### src/rtl/isa_pkg.sv
// isa_pkg: opcodes, field positions and instruction formats shared by the
// instruction assembler and its field packer.
package isa_pkg;

    localparam int OPC_W  = 5;
    localparam int WORD_W = 32;

    // Opcodes understood by the processor's control decoder
    localparam logic [OPC_W-1:0] OP_R    = 5'b00000;
    localparam logic [OPC_W-1:0] OP_J    = 5'b00001;
    localparam logic [OPC_W-1:0] OP_BNE  = 5'b00010;
    localparam logic [OPC_W-1:0] OP_JAL  = 5'b00011;
    localparam logic [OPC_W-1:0] OP_JR   = 5'b00100;
    localparam logic [OPC_W-1:0] OP_ADDI = 5'b00101;
    localparam logic [OPC_W-1:0] OP_BLT  = 5'b00110;
    localparam logic [OPC_W-1:0] OP_SW   = 5'b00111;
    localparam logic [OPC_W-1:0] OP_LW   = 5'b01000;
    localparam logic [OPC_W-1:0] OP_SETX = 5'b10101;
    localparam logic [OPC_W-1:0] OP_BEX  = 5'b10110;
    localparam logic [OPC_W-1:0] OP_ROTR = 5'b11101;

    // Least-significant bit of each field inside the 32-bit word
    localparam int OPC_LSB   = 27;
    localparam int RD_LSB    = 22;
    localparam int RS_LSB    = 17;
    localparam int RT_LSB    = 12;
    localparam int SHAMT_LSB = 7;
    localparam int ALUOP_LSB = 2;

    // Immediate widths of the I and JI formats
    localparam int IMM_I_W  = 17;
    localparam int IMM_JI_W = 27;

    typedef enum logic [2:0] {
        FMT_R,
        FMT_I,
        FMT_JI,
        FMT_JII,
        FMT_ROTR,
        FMT_BAD
    } fmt_e;

    // Map an opcode onto its encoding format; unknown opcodes are FMT_BAD
    function automatic fmt_e opcode_format(input logic [OPC_W-1:0] opcode);
        case (opcode)
            OP_R:                                  return FMT_R;
            OP_ADDI, OP_SW, OP_LW, OP_BNE, OP_BLT: return FMT_I;
            OP_J, OP_JAL, OP_BEX, OP_SETX:         return FMT_JI;
            OP_JR:                                 return FMT_JII;
            OP_ROTR:                               return FMT_ROTR;
            default:                               return FMT_BAD;
        endcase
    endfunction

endpackage

### src/rtl/insn_pack.sv
// insn_pack: combinational packer turning decoded fields into one
// instruction word, its format, and an immediate-range verdict.
// Optional feature macro: ASM_IMM_CHECK_EN (immediate range checking).
module insn_pack
    import isa_pkg::*;
(
    input  logic [OPC_W-1:0]  opcode,
    input  logic [4:0]        rd,
    input  logic [4:0]        rs,
    input  logic [4:0]        rt,
    input  logic [4:0]        shamt,
    input  logic [4:0]        aluop,
    input  logic [31:0]       imm,
    output logic [WORD_W-1:0] word,
    output fmt_e              fmt,
    output logic              imm_ok
);

    assign fmt = opcode_format(opcode);

    // Place each field at its format-specific position; unused bits stay zero
    always_comb begin
        // NOTE: assign every output first so no path through the case leaves it unassigned and infers a latch.
        word = '0;
        word[OPC_LSB +: OPC_W] = opcode;
        case (fmt)
            FMT_R: begin
                word[RD_LSB +: 5]    = rd;
                word[RS_LSB +: 5]    = rs;
                word[RT_LSB +: 5]    = rt;
                word[SHAMT_LSB +: 5] = shamt;
                word[ALUOP_LSB +: 5] = aluop;
            end
            FMT_I: begin
                word[RD_LSB +: 5]       = rd;
                word[RS_LSB +: 5]       = rs;
                word[IMM_I_W-1:0]       = imm[IMM_I_W-1:0];
            end
            FMT_JI: begin
                // jal, setx and bex use implicit registers, so only the target is packed
                word[IMM_JI_W-1:0]      = imm[IMM_JI_W-1:0];
            end
            FMT_JII: begin
                word[RD_LSB +: 5]       = rd;
            end
            FMT_ROTR: begin
                word[RD_LSB +: 5]       = rd;
                word[RS_LSB +: 5]       = rs;
                word[4:0]               = shamt;
            end
            default: begin
                word = '0;
            end
        endcase
    end

`ifdef ASM_IMM_CHECK_EN
    // Reject immediates that do not fit the field they are packed into
    always_comb begin
        imm_ok = 1'b1;
        case (fmt)
            FMT_I:   imm_ok = (imm[31:16] == {16{imm[16]}});
            FMT_JI:  imm_ok = (imm[31:27] == 5'd0);
            default: imm_ok = 1'b1;
        endcase
    end
`else
    // Immediates are truncated silently; the top five bits are never packed
    logic unused_imm_hi;
    assign unused_imm_hi = ^imm[31:IMM_JI_W];
    assign imm_ok        = 1'b1;
`endif

endmodule

### src/rtl/insn_assembler.sv
// insn_assembler: streaming instruction encoder and program loader. Accepts
// field bundles over valid/ready, encodes them and writes them sequentially
// into instruction memory starting at base_addr.
// Optional feature macro: ASM_IMM_CHECK_EN (immediate range checking in insn_pack).
module insn_assembler
    import isa_pkg::*;
#(
    parameter  int DEPTH  = 4096,
    localparam int ADDR_W = $clog2(DEPTH)
) (
    input  logic              clock,
    input  logic              reset,
    input  logic              start,
    input  logic [ADDR_W-1:0] base_addr,
    input  logic              in_valid,
    output logic              in_ready,
    input  logic              in_last,
    input  logic [4:0]        in_opcode,
    input  logic [4:0]        in_rd,
    input  logic [4:0]        in_rs,
    input  logic [4:0]        in_rt,
    input  logic [4:0]        in_shamt,
    input  logic [4:0]        in_aluop,
    input  logic [31:0]       in_imm,
    output logic              imem_we,
    output logic [ADDR_W-1:0] imem_addr,
    output logic [31:0]       imem_data,
    output logic              busy,
    output logic              done,
    output logic              err,
    output logic [ADDR_W-1:0] err_addr,
    output logic [ADDR_W:0]   word_count
);

    typedef enum logic [1:0] {
        S_IDLE,
        S_RUN,
        S_DONE
    } state_e;

    state_e            state;
    logic              done_pending;
    logic              we_q;
    logic [ADDR_W-1:0] wr_addr;

    logic [WORD_W-1:0] packed_word;
    fmt_e              fmt;
    logic              imm_ok;

    logic transfer;
    logic word_ok;
    logic write_word;
    logic reject;
    logic at_end;
    logic terminate;

    insn_pack u_pack (
        .opcode (in_opcode),
        .rd     (in_rd),
        .rs     (in_rs),
        .rt     (in_rt),
        .shamt  (in_shamt),
        .aluop  (in_aluop),
        .imm    (in_imm),
        .word   (packed_word),
        .fmt    (fmt),
        .imm_ok (imm_ok)
    );

    // start takes priority over a bundle offered in the same cycle
    assign transfer   = in_valid && in_ready && !start;
    assign word_ok    = (fmt != FMT_BAD) && imm_ok;
    assign write_word = transfer && word_ok;
    assign reject     = transfer && !word_ok;
    assign at_end     = (wr_addr == ADDR_W'(DEPTH - 1));
    // The last slot of memory ends the program just like an in_last bundle
    assign terminate  = transfer && (in_last || (word_ok && at_end));

    // A write still in flight when reset arrives must not reach memory
    assign imem_we = we_q && !reset;

    // Load FSM, address/word counters, error capture and output register
    always_ff @(posedge clock) begin
        if (reset) begin
            state        <= S_IDLE;
            done_pending <= 1'b0;
            in_ready     <= 1'b0;
            busy         <= 1'b0;
            done         <= 1'b0;
            we_q         <= 1'b0;
            imem_addr    <= '0;
            imem_data    <= '0;
            wr_addr      <= '0;
            err          <= 1'b0;
            err_addr     <= '0;
            word_count   <= '0;
        end else begin
            // NOTE: non-blocking assignments only, so every register samples pre-edge values.
            we_q <= 1'b0;
            if (start) begin
                state        <= S_RUN;
                done_pending <= 1'b0;
                in_ready     <= 1'b1;
                busy         <= 1'b1;
                done         <= 1'b0;
                wr_addr      <= base_addr;
                word_count   <= '0;
                err          <= 1'b0;
            end else begin
                case (state)
                    S_RUN: begin
                        if (done_pending) begin
                            // Terminating write has gone out this cycle
                            state        <= S_DONE;
                            done_pending <= 1'b0;
                            busy         <= 1'b0;
                            done         <= 1'b1;
                        end else begin
                            if (write_word) begin
                                we_q       <= 1'b1;
                                imem_addr  <= wr_addr;
                                imem_data  <= packed_word;
                                word_count <= word_count + (ADDR_W + 1)'(1);
                                if (!at_end) begin
                                    wr_addr <= wr_addr + ADDR_W'(1);
                                end
                            end
                            if (reject && !err) begin
                                err      <= 1'b1;
                                err_addr <= wr_addr;
                            end
                            if (terminate) begin
                                done_pending <= 1'b1;
                                in_ready     <= 1'b0;
                            end
                        end
                    end
                    default: begin
                        // IDLE and DONE wait for start
                    end
                endcase
            end
        end
    end

endmodule

### config.mk
export PLATFORM = sky130hd
export DESIGN_NAME = insn_assembler
export DESIGN_NICKNAME = d
export VERILOG_FILES = /design/src/rtl/isa_pkg.sv /design/src/rtl/insn_pack.sv /design/src/rtl/insn_assembler.sv
export SDC_FILE = /design/constraint.sdc
export NUM_CORES = 1
export LEC_CHECK = 0
export CAP_MARGIN = 15
export CORE_MARGIN = 10
export CORE_UTILIZATION = 44
export DETAILED_ROUTE_END_ITERATION = 8
export PLACE_DENSITY_LB_ADDON = 0.08
export RECOVER_POWER = 50
export SYNTH_ARGS = -nofsm -noshare
export SYNTH_HDL_FRONTEND = slang
export SYNTH_SLANG_ARGS = --single-unit
### constraint.sdc
create_clock -name clock -period 3.3 [get_ports clock]
set_clock_uncertainty 0.15 [all_clocks]
set_input_delay 0.99 -clock clock [delete_from_list [all_inputs] [get_ports clock]]
set_output_delay 0.99 -clock clock [all_outputs]
set_load 0.02 [all_outputs]
# --- Word level (Yosys, flattened, before mapping) ---
# Memories as Yosys holds them, arrays and structs flattened.
# Cells that the tools add are included.
totals:
  mem_count: 1
  output_inout_bits: 74
  word_cells: 83
  ff_bits: 88
  in_bits: 79
  rom_bits: 96
op_classes:
  n_bitwise: 3
  n_mux: 24
  reduce_logical: 32
  eq_ne: 9
  addsub: 2
mem_list:
  columns: ["memory", "depth", "word_bits", "read_ports", "rd_clocked_by_memory_dff", "write_ports", "line", "text"]
  rows:
  - ["(no name shown)", 32, 3, 1, 0, 0, "isa_pkg.sv:45", "case (opcode)"]
ops:
  columns: ["operator", "n"]
  rows:
  - ["12-bit 2-to-1 mux", 5]
  - ["12-bit case mux with 2 select lines", 1]
  - ["5-bit case mux with 2 select lines", 2]
  - ["13-bit by 1-bit adder with 13-bit output (second input constant)", 1]
  - ["1-bit 2-to-1 mux", 13]
  - ["12-bit by 1-bit adder with 12-bit output (second input constant)", 1]
  - ["12-bit == test (second input constant)", 1]
  - ["4-bit AND reduction", 3]
  - ["3-bit case mux with 3 select lines", 1]
  - ["3-bit AND reduction", 3]
  - ["1-bit logical AND", 8]
  - ["2-bit nonzero test", 4]
  - ["4-bit OR reduction", 2]
  - ["3-bit by 2-bit == test with 1-bit output (second input constant)", 2]
  - ["5-bit 2-to-1 mux", 1]
  - ["5-bit OR reduction", 1]
  - ["1-bit logical NOT", 4]
  - ["2-bit inequality test (second input constant)", 2]
  - ["2-bit case mux with 2 select lines", 1]
  - ["2-bit AND reduction", 2]
  - ["2-bit OR reduction", 2]
  - ["3-bit by 1-bit == test with 1-bit output (second input constant)", 1]
  - ["3-bit == test (second input constant)", 1]
  - ["3-bit logical NOT", 1]
  - ["5 further kinds", 7]

# --- Depth between registers and ports, before layout ---
# An unclocked memory read counts as a cell.
depth:
  ltp_word: 9
  depth_mapped: 10
  ltp_nobuf: 8

# --- Cells and area by module ---
# Synthesis repeated with hierarchy kept, for this count alone.
unflattened:
  hier_cells: 489
  hier_area_um2: 4110.2
modules_own_cells:
  columns: ["module", "seq_area_each_um2", "cells_each", "area_per_inst_um2", "instances"]
  rows:
  - ["insn_assembler", 1741.7, 421, 3564.7, 1]
  - ["insn_pack", 0.0, 68, 545.5, 1]

# --- Least setup slack after synthesis ---
# Ideal clock, no wire load.
synth_path:
  path_type: "input port to flip-flop"
  startpoint: "input in_opcode[0]"
  endpoint: "register imem_data[12]"
  setup_time_ns: 0.132
  arrival_time_ns: 2.775
  path_slack_ns: 0.243
  cell_stages: 10
  t_required_ns: 3.018
  n_path_buf: 2
  path_cell_list: "inv_1 ha_1 mux2_2 a31oi_1 a2111oi_4 a21o_1 buf_4 buf_6 a221oi_1 nor3_1"
synth_between:
  elab_chain_len: 4
  word_cells_on_any_way: 9
  cone_classes: "eq/ne (3); mux (1); reduce/logical (4); memory (1)"
synth_lines:
  columns: ["item", "line", "text"]
  rows:
  - ["start, declared", "insn_assembler.sv:18", "input logic [4:0] in_opcode,"]
  - ["memory read 32 x 3 bit (*)", null, null]
  - ["3-bit by 1-bit == test with 1-bit output (tied with other cells)", "insn_pack.sv:26", "case (fmt)"]
  - ["2-bit OR reduction (no source line) / 1-bit logical AND (equally long branches)", null, null]
  - ["12-bit case mux with 2 select lines / 4-bit AND reduction (equally long branches)", null, null]
  - ["end signal, assigned", "insn_assembler.sv:122", "imem_data <= packed_word;"]
  - ["end, declared", "insn_assembler.sv:27", "output logic [31:0] imem_data,"]
# Mark *: on every way between the ends. The rest lies on a longest branch, timed or not.
# A chain may end at the register's enable or synchronous reset.

# --- Worst setup path in the final report ---
layout_path:
  startpoint: "input in_opcode[0]"
  endpoint: "register imem_data[4]"
layout_between:
  elab_chain_len: 4
  word_cells_on_any_way: 10
  cone_classes: "eq/ne (4); mux (1); reduce/logical (4); memory (1)"
layout_lines:
  columns: ["item", "line"]
  rows:
  - ["memory read 32 x 3 bit (*)", null]
  - ["3-bit by 1-bit == test with 1-bit output (tied with other cells)", "insn_pack.sv:26"]
  - ["2-bit OR reduction (no source line) / 1-bit logical AND (equally long branches)", null]
  - ["3-bit case mux with 3 select lines / 4-bit AND reduction (equally long branches)", null]
# Marked as above.

==> impl_metrics.ini <==
[critical_path]
criticalPathCategory = input pin to flip-flop
cp_data_arrival_time_ns = 3.27
crit_required_ns = 3.38
crit_path_start_kind = input pin
critPathLaunch = in_opcode[0]
critPathMaxFanout = 17
cp_slowest_stage_delay_ns = 0.44
timing.rr.start = wr_addr[0]
worstPathCellList = clkdlybuf4s50_1, buf_4, ha_1, mux2_2, a31oi_1, buf_4, a2111oi_4, a21o_1, buf_12, a222oi_1, o21ai_1
endpoint_kind = flip-flop
cp_slowest_cell = clkdlybuf4s50_1
cp_common_cell = buf_4

[detailed_routing]
dr.pass1.iters = 4
drt-total-wl_mm = 12.15
drt-initial-drc-count = 229
wire_per_inst_um = 16.63
viasPerCell = 5.309
dr_total_vias = 3881
drcViolationCount = 0
final_antenna_net_count = 0

[sta]
min_period_ns = 3.184
worst_slew_pin_slew_ns = 0.7068
whs_ns = 0.3051
hold_violations = 0
fmax_mhz = 314.0
relSlewSlack_pct = 52.88
rsz0062_at_grt = no
setup_viol = 0
fin_crit_sh_pct = 96.49
slew_violations = 0

[cells_and_area]
n_fill_cell = 760
register_area_um2 = 1742
drive_gt1_share_pct = 10.75
stdcell_count = 731
multiInputGateArea_um2 = 2013
antenna_cells = 0
area_growth_pct = 49.17
finalNetCount = 702

[cts]
clkLatencyLatePin_ns = 0.34
cts_root_buffer = clkbuf_8
cts_setup_buffers = 0
holdBufCountCts = 0
cts_buffer_depth = 2
path_clk_slew_ns = 0.09
cts_tree = built
cts_buffers = 9
h-tree-depth = 3
cts_resized = 0
clkSinkCount = 87

[logic_synthesis]
synthesis.area_um2 = 3926
yosys-top-cells-count = dfxtp_1, nor2_1, nand2_1
synth_edf_count = 0
yosysSeqAreaShare_pct = 44.36
synth_area_leader_cell = dfxtp_1
ys.flop_type = dfxtp_1
yosysTopAreaCellShare_pct = 44.36
synthCells = 454
synth_warnings = 0
synthArstFlopShare_pct = 0
ys_ff_latch = 87
synth.avg_cell_area_um2 = 8.648
synth_nets = 538
synth_most_common_cell = dfxtp_1
yosysUniqueCellTypes = 56
yosys-top-cells-area = dfxtp_1, nor2_1, nand2_1

[floorplan]
start_util_pct = 45.02
die_h_um = 114.5
core.rowCount = 34
core_area_um2 = 8721
dieArea_um2 = 13100
io_pins = 153
dieWidth_um = 114.5

[grt]
track_usage_pct = 17.90
grt_pass1_vias = 3889
grt_max_degree = 68
grt_pass1_wl_mm = 19.25
overflow = 0
antenna_found_initial = 0

[pwr]
p_comb_share_pct = 13.2
ir_drop_mv = 0.2432
cellPowerDensity_nw_per_um2 = 345.4
p_int_mw = 1.512
switchingPower_mw = 0.5112
swShare_pct = 25.27
pwr-share-seq_pct = 53.6
clkPwrFrac_pct = 33.2
power_mw = 2.023
total_leakage_power_nw = 2.357

[run_status]
status = finished clean

[placement]
gp_congestion = 0.8265
dp.cells = 715
dpl.hpwl_mm = 9.226
numPortBuffers = 147

[run]
drv_cap = 0

[worst_hold_path]
min-delay-start = imem_addr[2]
hp-class = flip-flop to flip-flop
## cell usage in the layout, fill, tap and decap left out, types with 10 or more instances in the layout
cell and instances:
dfxtp_1 87, clkdlybuf4s50_1 73, dlygate4sd3_1 73, nor2_1 61, nand2_1 54, buf_4 34
a21oi_1 28, nor3_1 25, a221oi_1 17, mux2i_1 13, clkbuf_8 10
## power groups by stage
| stage | clock [mW] | combinational, mW | sequential [mW] |
|---|---|---|---|
| global route | 0.738 | 0.290 | 1.09 |
| finish | 0.673 | 0.266 | 1.08 |
| CTS | 0.692 | 0.268 | 1.08 |
| global placement | 0 | 0.261 | 1.11 |
| detailed placement | 0 | 0.266 | 1.11 |
| floorplan | 0 | 0.109 | 1.11 |
## state kept, by name, indices dropped and copies added (netlist names)
register,cells
in_ready,1
wr_addr,12
imem_addr,12
word_count,13
done_pending,1
imem_data,32
err,1
state,2
err_addr,12
we_q,1
## worst paths after layout
check | end | slack [ns] | cells past startpoint
setup / recovery | imem_data[4] | 0.12 | 11
hold / removal | imem_addr[2] | 0.31 | 2
setup reg to reg | wr_addr[6] | 0.91 | 7
hold reg to reg | imem_addr[2] | 0.31 | 2
## cells by family (layout without fill, tap and decap cells)
group | Yosys count | count (layout) | share of synthesized area (%)
flops | 87 | 87 | 44.36
fa+ha+maj | 5 | 5 | 1.593
xor+xnor | 12 | 12 | 2.677
buf+inv | 42 | 211 | 5.162
compound gates | 100 | 100 | 18.64
simple gates | 194 | 194 | 23.96
mux | 14 | 14 | 3.601
## stage by stage
step | setup slack (ns) | cell area [µm²] | util [%] | setup TNS (ns)
floorplan | 0.2433 | 3926 | - | 0
global placement | -0.2261 | 5675 | 65.08 | -5.577
detailed placement | -0.2919 | 5675 | 65.08 | -8.857
CTS | 0.05231 | 5852 | 67.10 | 0
global route | 0.006961 | 5857 | 67.16 | 0
finish | 0.1158 | 5857 | 67.16 | 0
## layout make-up
class                   instances  share of cell area [%]
multi-input cells             325                   34.37
flip-flops and latches         87                   29.74
clock buffers                  12                   2.478
inverters                      10                  0.6409
clock inverters                 4                  0.5341
repair buffers                185                   29.93
well taps                     108                   2.307
## layer usage
layer / track usage [%] / up-vias / wire [µm]
met5: 0 / - / 0
met4: 5.764 / 0 / 133
met3: 5.975 / 9 / 884
met2: 29.03 / 101 / 5903
met1: 21.76 / 1816 / 5230
li1: - / 1955 / -
## worst max-delay path: cells and delay by family
kind | cells | cell delay, ns
multiplexers | 1 | 0.28
AO/OA/AOI/OAI | 5 | 0.87
buffers and inverters | 4 | 0.92
adder cells (fa/ha/maj) | 1 | 0.21
Power figures use the tool's default switching activity.
